`src/rtl/dmem_arbiter_pkg.sv`:
```
// Shared definitions for the data-memory arbiter: default widths, base address and FSM encoding.
package dmem_arbiter_pkg;

    localparam int unsigned XLEN_DEF     = 32;
    localparam logic [31:0] MEM_BASE_DEF = 32'h8000_0000;
    localparam int unsigned RD_CTRL_W    = 3;
    localparam int unsigned WR_CTRL_W    = 2;

    typedef enum logic {
        CpuOwn  = 1'b0,
        DbgResp = 1'b1
    } arb_state_e;

endpackage

```
`src/rtl/dmem_arb_starve_cnt.sv`:
```
// Saturating starvation counter: synchronous clear has priority over increment.
module dmem_arb_starve_cnt #(
    parameter int unsigned LIMIT = 4,
    parameter int unsigned W     = 3
) (
    input  logic         clk,
    input  logic         rst,
    input  logic         clr,
    input  logic         inc,
    output logic [W-1:0] cnt
);

    localparam logic [W-1:0] LimitC = W'(LIMIT);

    logic [W-1:0] cnt_q;

    always_ff @(posedge clk) begin
        if (rst || clr) begin
            cnt_q <= '0;
        end else if (inc && (cnt_q != LimitC)) begin
            cnt_q <= cnt_q + 1'b1;
        end
    end

    assign cnt = cnt_q;

endmodule

```
`src/rtl/dmem_arbiter.sv`:
```
// Arbitrates the data-SRAM port between the execute stage (default owner) and a debug/DMA master,
// with a starvation counter that forces a one-cycle CPU stall to let debug through.
module dmem_arbiter
    import dmem_arbiter_pkg::*;
#(
    parameter int unsigned     XLEN         = XLEN_DEF,
    parameter int unsigned     STARVE_LIMIT = 4,
    parameter logic [XLEN-1:0] MEM_BASE     = XLEN'(MEM_BASE_DEF)
) (
    input  logic                 clk,
    input  logic                 rst,
    input  logic                 cpu_valid,
    input  logic [RD_CTRL_W-1:0] cpu_rd_ctrl,
    input  logic [WR_CTRL_W-1:0] cpu_wr_ctrl,
    input  logic [XLEN-1:0]      cpu_addr,
    input  logic [XLEN-1:0]      cpu_wdata,
    output logic [XLEN-1:0]      cpu_rdata,
    output logic                 cpu_stall,
    input  logic                 dbg_req_valid,
    output logic                 dbg_req_ready,
    input  logic [RD_CTRL_W-1:0] dbg_req_rd_ctrl,
    input  logic [WR_CTRL_W-1:0] dbg_req_wr_ctrl,
    input  logic [XLEN-1:0]      dbg_req_addr,
    input  logic [XLEN-1:0]      dbg_req_wdata,
    output logic                 dbg_resp_valid,
    input  logic                 dbg_resp_ready,
    output logic [XLEN-1:0]      dbg_resp_rdata,
    output logic [RD_CTRL_W-1:0] sram_rd_ctrl,
    output logic [WR_CTRL_W-1:0] sram_wr_ctrl,
    output logic [XLEN-1:0]      sram_addr,
    output logic [XLEN-1:0]      sram_wdata,
    input  logic [XLEN-1:0]      sram_rdata
);

    localparam int unsigned     CntW   = ($clog2(STARVE_LIMIT + 1) > 0) ?
                                         $clog2(STARVE_LIMIT + 1) : 1;
    localparam logic [CntW-1:0] LimitC = CntW'(STARVE_LIMIT);

    arb_state_e      state_q, state_d;
    logic [CntW-1:0] starve_cnt;
    logic            cnt_clr, cnt_inc;
    logic            cpu_access, grant;
    logic [XLEN-1:0] resp_rdata_q;

    assign cpu_access = cpu_valid && ((|cpu_rd_ctrl) || (|cpu_wr_ctrl));
    assign grant      = (state_q == CpuOwn) && dbg_req_valid &&
                        (!cpu_access || (starve_cnt == LimitC));

    dmem_arb_starve_cnt #(
        .LIMIT (STARVE_LIMIT),
        .W     (CntW)
    ) u_starve_cnt (
        .clk (clk),
        .rst (rst),
        .clr (cnt_clr),
        .inc (cnt_inc),
        .cnt (starve_cnt)
    );

    always_ff @(posedge clk) begin
        if (rst) begin
            state_q      <= CpuOwn;
            resp_rdata_q <= '0;
        end else begin
            state_q <= state_d;
            if (grant) begin
                resp_rdata_q <= (|dbg_req_rd_ctrl) ? sram_rdata : '0;
            end
        end
    end

    always_comb begin
        // CPU owns the port unless a grant overrides it; stores are gated so a stall drops them.
        sram_rd_ctrl  = cpu_rd_ctrl;
        sram_wr_ctrl  = cpu_access ? cpu_wr_ctrl : '0;
        sram_addr     = cpu_access ? cpu_addr : MEM_BASE;
        sram_wdata    = cpu_wdata;
        dbg_req_ready = 1'b0;
        cpu_stall     = 1'b0;
        cnt_clr       = 1'b0;
        cnt_inc       = 1'b0;
        state_d       = state_q;

        unique case (state_q)
            CpuOwn: begin
                if (grant) begin
                    sram_rd_ctrl  = dbg_req_rd_ctrl;
                    sram_wr_ctrl  = dbg_req_wr_ctrl;
                    sram_addr     = dbg_req_addr;
                    sram_wdata    = dbg_req_wdata;
                    dbg_req_ready = 1'b1;
                    cpu_stall     = cpu_access;
                    cnt_clr       = 1'b1;
                    state_d       = DbgResp;
                end else begin
                    cnt_inc = dbg_req_valid;
                end
            end
            DbgResp: begin
                if (dbg_resp_ready) begin
                    state_d = CpuOwn;
                end
            end
            default: state_d = CpuOwn;
        endcase
    end

    assign cpu_rdata      = sram_rdata;
    assign dbg_resp_valid = (state_q == DbgResp);
    assign dbg_resp_rdata = resp_rdata_q;

endmodule

```
`config.mk`:
```
export PLATFORM = sky130hd
export DESIGN_NAME = dmem_arbiter
export DESIGN_NICKNAME = d
export VERILOG_FILES = /design/src/rtl/dmem_arbiter_pkg.sv /design/src/rtl/dmem_arb_starve_cnt.sv /design/src/rtl/dmem_arbiter.sv
export SDC_FILE = /design/constraint.sdc
export NUM_CORES = 1
export LEC_CHECK = 0
export ABC_AREA = 1
export BUFFER_PORTS_ARGS = -buffer_cell sky130_fd_sc_hd__buf_2
export CORE_AREA = 2 2 122 124
export DETAILED_ROUTE_END_ITERATION = 10
export DIE_AREA = 0 0 124 126
export GPL_ROUTABILITY_DRIVEN = 0
export PLACE_DENSITY = 0.59
export SYNTH_ARGS = -nofsm -noshare
export SYNTH_HDL_FRONTEND = slang
export SYNTH_SLANG_ARGS = --single-unit
```
`constraint.sdc`:
```
create_clock -name clk -period 1.9 [get_ports clk]
set_clock_uncertainty 0.2 [all_clocks]
set_input_delay 0.095 -clock clk [delete_from_list [all_inputs] [get_ports clk]]
set_output_delay 0.095 -clock clk [all_outputs]
set_load 0.02 [all_outputs]
```
Yosys cells after proc, flatten, opt, wreduce, memory -nomap -nowiden. Cells that the tools add are included.

Flip-flop bits (word level): 36. Latch bits: 0. Bits in writable memories: 0. ROM bits: 0. Input port bits: 175. Logic and storage cells: 37. Memories kept: 0.

Add/sub/neg operators: 1. Multiply operators: 0. Div/mod/pow operators: 0. Magnitude comparators: 0. Equality and inequality tests: 2. Shift operators: 0. Muxes and demuxes: 19. Bitwise logic cells: 1. Reduce and logical (&&, ||, !) cells: 11.

Operator list (number): 32-bit 2-to-1 mux (6); 1-bit 2-to-1 mux (7); 2-bit 2-to-1 mux (3); 3-bit 2-to-1 mux (2); 3-bit OR reduction (2); 1-bit logical AND (4); 3-bit by 1-bit adder with 3-bit output (second input constant) (1); 3-bit == test (second input constant) (1); 1-bit logical OR (3); 3-bit != test (second input constant) (1); 1-bit one-hot mux with 2 select lines (1); 2-bit OR reduction (1); 1-bit zero test (1); 1-bit NOT (1).

Logic depth before layout (Yosys ltp).
Word-level depth: 9. Depth in mapped cells: 10. Depth with buffers taken out: 8.

By module. From an unflattened synthesis, not the netlist that was laid out.

Cell total of the unflattened synthesis: 517. Area, all modules: 2940.3 µm².

Modules (own cells, without submodules): dmem_arbiter (instances 1, cells each 491, area each 2771.4 µm², seq. area each 660.6 µm²); dmem_arb_starve_cnt (instances 1, cells each 26, area each 168.9 µm², seq. area each 60.1 µm²).

Worst setup path after synthesis. No wires, ideal clock.

Path type: register to output. From: register u_starve_cnt.cnt_q[0], in the netlist u_starve_cnt.cnt[0]. To: output sram_rd_ctrl[2]. Arrival time: 1500 ps. Slack: 105 ps. Stages on the path, launching flop included: 9. Path buffers: 1. Cell sequence: dfxtp_1 > inv_1 > ha_1 > nand2_1 > nand3_2 > nand2_4 > inv_4 > buf_8 > o21ai_0.

Cells in the longest elaborated chain, start to end: 5.

Ends and longest elaborated chain: start, declared (line dmem_arb_starve_cnt.sv:15) `logic [W-1:0] cnt_q;`; start signal, assigned (line dmem_arb_starve_cnt.sv:21) `cnt_q <= cnt_q + 1'b1;`; 3-bit == test (line dmem_arbiter.sv:47) `(!cpu_access || (starve_cnt == LimitC));`; 1-bit logical OR (line dmem_arbiter.sv:47); 1-bit logical AND (line dmem_arbiter.sv:46) `assign grant = (state_q == CpuOwn) && dbg_req_valid &&`; 3-bit 2-to-1 mux (line dmem_arbiter.sv:86) `if (grant) begin`; 3-bit 2-to-1 mux (line dmem_arbiter.sv:84) `unique case (state_q)`; end, declared (line dmem_arbiter.sv:28) `output logic [RD_CTRL_W-1:0] sram_rd_ctrl,`.

Every way passes these cells.

Final worst setup path.
From: register u_starve_cnt.cnt_q[0], in the netlist u_starve_cnt.cnt[0]. To: output sram_wdata[17].

Cells in the longest elaborated chain, start to end: 5.

Ends and longest elaborated chain: 3-bit == test (line dmem_arbiter.sv:47); 1-bit logical OR (line dmem_arbiter.sv:47); 1-bit logical AND (line dmem_arbiter.sv:46); 32-bit 2-to-1 mux (line dmem_arbiter.sv:86); 32-bit 2-to-1 mux (line dmem_arbiter.sv:84); end, declared (line dmem_arbiter.sv:31) `output logic [XLEN-1:0] sram_wdata,`.

Every way passes these cells.

==> flow_summary.yaml <==
placed_design:
  dp_slack_ns: -0.01709
  dpl.hpwl_um: 8831
  dpl.cell_count: 883
  portBuffers: 310
setup_path:
  worst-r2r-cell-count: 11
  worst_setup_path_startpoint: "u_starve_cnt.cnt[0]$_SDFFE_PP0P_"
  worstReg2RegEnd: "dbg_resp_rdata[22]$_SDFFE_PP0P_"
  cp.arrival_ns: 1.70
  worst-path-max-fanout: 11
  crit_required_ns: 1.60
  critical_path.startpoint_type: "flop"
  timing_worst_setup_path_type: "flop to primary output"
  crit_path_end_kind: "primary output"
  critPathCapture: "sram_wdata[17]"
  regToRegStartpoint: "u_starve_cnt.cnt[0]$_SDFFE_PP0P_"
  rrSetupSlack_ns: 0.03
clocking:
  cts_htree_levels: 2
  clock_tree.root_cell: "clkbuf_16"
  clk_transition_reported_paths_ns: 0.06
  worstSkewPairLatency_ns: 0.28
  cts.path.max_buffers: 2
  tritoncts_num_sinks: 36
  numCtsBuffers: 5
  cts_tree: "yes"
pwr:
  p_leak_nw: 3.398
  p_per_area_nw_per_um2: 550.7
  worst_ir_drop_vdd_uv: 403.5
detailed_routing:
  dr_total_vias: 4199
  detail_route.vias_per_cell: 4.411
  dr_drc_count: 0
  totalWireLength_um: 14840
  drt_first_iter_violations: 144
  drt_first_pass_iters: 4
  antenna_violating_nets_post_route: 0
  wire_per_inst_um: 15.59
sta:
  finalMaxSlewViolations: 0
  period_minus_slack_ns: 1.992
  slew-limit-headroom_pct: 69.88
  final_worst_path_setup_slack_ns: -0.09247
  worst_slew_pin_slew_ns: 0.4519
  report.final.hold_viol_count: 0
  max_freq_ghz: 0.5019
  min_period_over_period_pct: 104.9
  setup_violations: 70
  setup_repair_after_global_routing_missed_its_margin: "true"
logic_synthesis:
  seq_area_frac_synth_pct: 27.23
  async_flop_share_pct: 0
  dominantRegCellSynth: "dfxtp_1"
  post_synth_and_or_nand_nor_area_fraction_pct: 51.77
  synth_fp_nets: 616
  commonest_cells_post_synth: "204 x nand2_1, 98 x nand3_1, 36 x dfxtp_1, 35 x buf_4, 13 x buf_2"
  synth_adder_area_share_pct: 0.9456
  synth_cell_type_count: 23
  syn_area_um2: 2646
  yosys_warnings: 0
  synth_compound_area_share_pct: 1.135
  dominant_combinational_cell_family_by_area_after_synthesis: "simple AND/OR/NAND/NOR gates"
  synth_cells: 439
  syn_avg_cell_area_um2: 6.028
  synth.largest_area_cell: "nand2_1"
  synth-seq-cells: 36
  yosys.cell_count.top_type: "nand2_1"
  synth_top_area_share_pct: 28.94
  synthTopCellsByArea: "nand2_1 29%, dfxtp_1 27%, nand3_1 19%"
  synth-edff-count: 0
  mux_cell_area_share_after_synthesis_pct: 0
  synth_xor_area_share_pct: 0.3310
die:
  io_pins: 311
  die_area_um2: 15620
  core_region_area_um2: 14310
  core.rowCount: 44
  die-height_um: 126
  initial_utilization_pct: 18.49
  dieWidth_um: 124
global_routing:
  grt_pass1_wl_um: 19220
  grt_pass1_vias: 3937
  overflow: 0
  globalRouteTotalUtil_pct: 15.65
  antenna_found_initial: 0
  grt_start_max_net_pins: 35
final_layout:
  fillCellCount: 1416
  diodes: 0
  numnets_final: 944
  multi_input_area_um2: 2027
  sequential_cell_area_um2: 723.2
  fin_cells: 952
  syn2layout_area_growth_pct: 132.6
  post_route_cells_drive_above_1_share_pct: 66.67
worst_hold_path:
  hp-class: "input port to flop"
outcome:
  violations_in_the_final_reports: "negative setup slack"
  run_status: "finished, violations left"
job:
  maxCapViolations: 0
-- final cells by class --
class,count,share of cell area [%]
clock buffers,7,2.480
clock inverters,1,0.4879
inverters,10,0.8132
multi-input cells,331,32.93
flip-flops and latches,36,11.75
well taps,184,3.741
repair buffers,381,47.43
repair inverters,2,0.3659
-- how the worst min path moves through the flow --
stage              start                          endpoint  slack [ns]  cells past startpoint
2_1_floorplan        rst         dbg_resp_valid$_SDFF_PP0_       -0.04                      1
3_3_place_gp         rst         dbg_resp_valid$_SDFF_PP0_         0.1                      2
3_5_place_dp         rst         dbg_resp_valid$_SDFF_PP0_         0.1                      2
4_1_cts        cpu_valid  u_starve_cnt.cnt[1]$_SDFFE_PP0P_        0.04                      4
5_1_grt        cpu_valid  u_starve_cnt.cnt[2]$_SDFFE_PP0P_        0.08                      4
6_report       cpu_valid  u_starve_cnt.cnt[2]$_SDFFE_PP0P_        0.06                      4
-- power by group --
part / switching (mW) / leakage [nW] / internal [mW]
clock: 0.314 / 0.0901 / 0.691
combinational: 0.839 / 3.01 / 0.733
sequential: 0.0200 / 0.295 / 0.793
total: 1.17 / 3.40 / 2.22
-- worst max-delay path: stages (launching register included) --
cell and delay (ns):
dfxtp_2 0.33, inv_2 0.05, ha_4 0.15, nand2_4 0.06
nand3_4 0.14, nand2_8 0.18, inv_12 0.07, buf_12 0.15
nand2_2 0.08, nand2_1 0.06, buf_6 0.13
-- flip-flops by register name, indices dropped and copies added (netlist names) --
name              flops
dbg_resp_valid        1
dbg_resp_rdata       32
u_starve_cnt.cnt      3
-- layout by cell type, fill, tap and decap left out, types with 11 or more instances in the layout --
master,count
nand2_1,104
nand3_2,30
buf_2,240
dlygate4sd3_1,34
clkbuf_16,11
dfxtp_1,34
nand3_1,66
buf_6,73
nand2_2,89
nand2_4,21
buf_4,14
-- routing by layer --
metal	vias up	part of all wire, %	wire [um]	GRT usage [%]
met5	-	0	0	0
met4	0	1.9	277	4.627
met3	22	8.2	1211	3.397
met2	226	53	7799	29.64
met1	1935	37	5555	17.09
li1	2016	-	-	-
-- through the flow --
step / area [um2] / util (%) / hold WS, ns / setup TNS [ns] / power [mW]
after global routing: 6155 / 43.00 / 0.08341 / -9.310 / 3.544
final: 6155 / 43.00 / 0.06441 / -4.080 / 3.390
after global placement: 4151 / 29.00 / 0.09584 / -0.02880 / 1.858
after CTS: 5474 / 38.24 / 0.04149 / -4.459 / 3.224
after detailed placement: 4151 / 29.00 / 0.09638 / -0.01709 / 1.856
after floorplan: 2646 / - / -0.03593 / 0 / 1.440
-- what timing repair did --
item / CTS / global route
hold endpoints to repair: 36 / 0
cloned: 5 / 11
buffers inserted: 11 / 2
endpoints found under the setup margin: 71 / 97
hold buffers: 34 / 0
resized for setup: 186 / 142
pin swaps: 9 / 16
-- logic make-up (layout without fill, tap and decap cells) --
logic type	after synthesis	after routing
adder cells (fa/ha/maj)	2	2
buffers and inverters	73	401
XOR/XNOR	1	1
AO/OA/AOI/OAI	6	6
flip-flops	36	36
AND/OR/NAND/NOR	321	322
(Power assumes the default switching activity.)
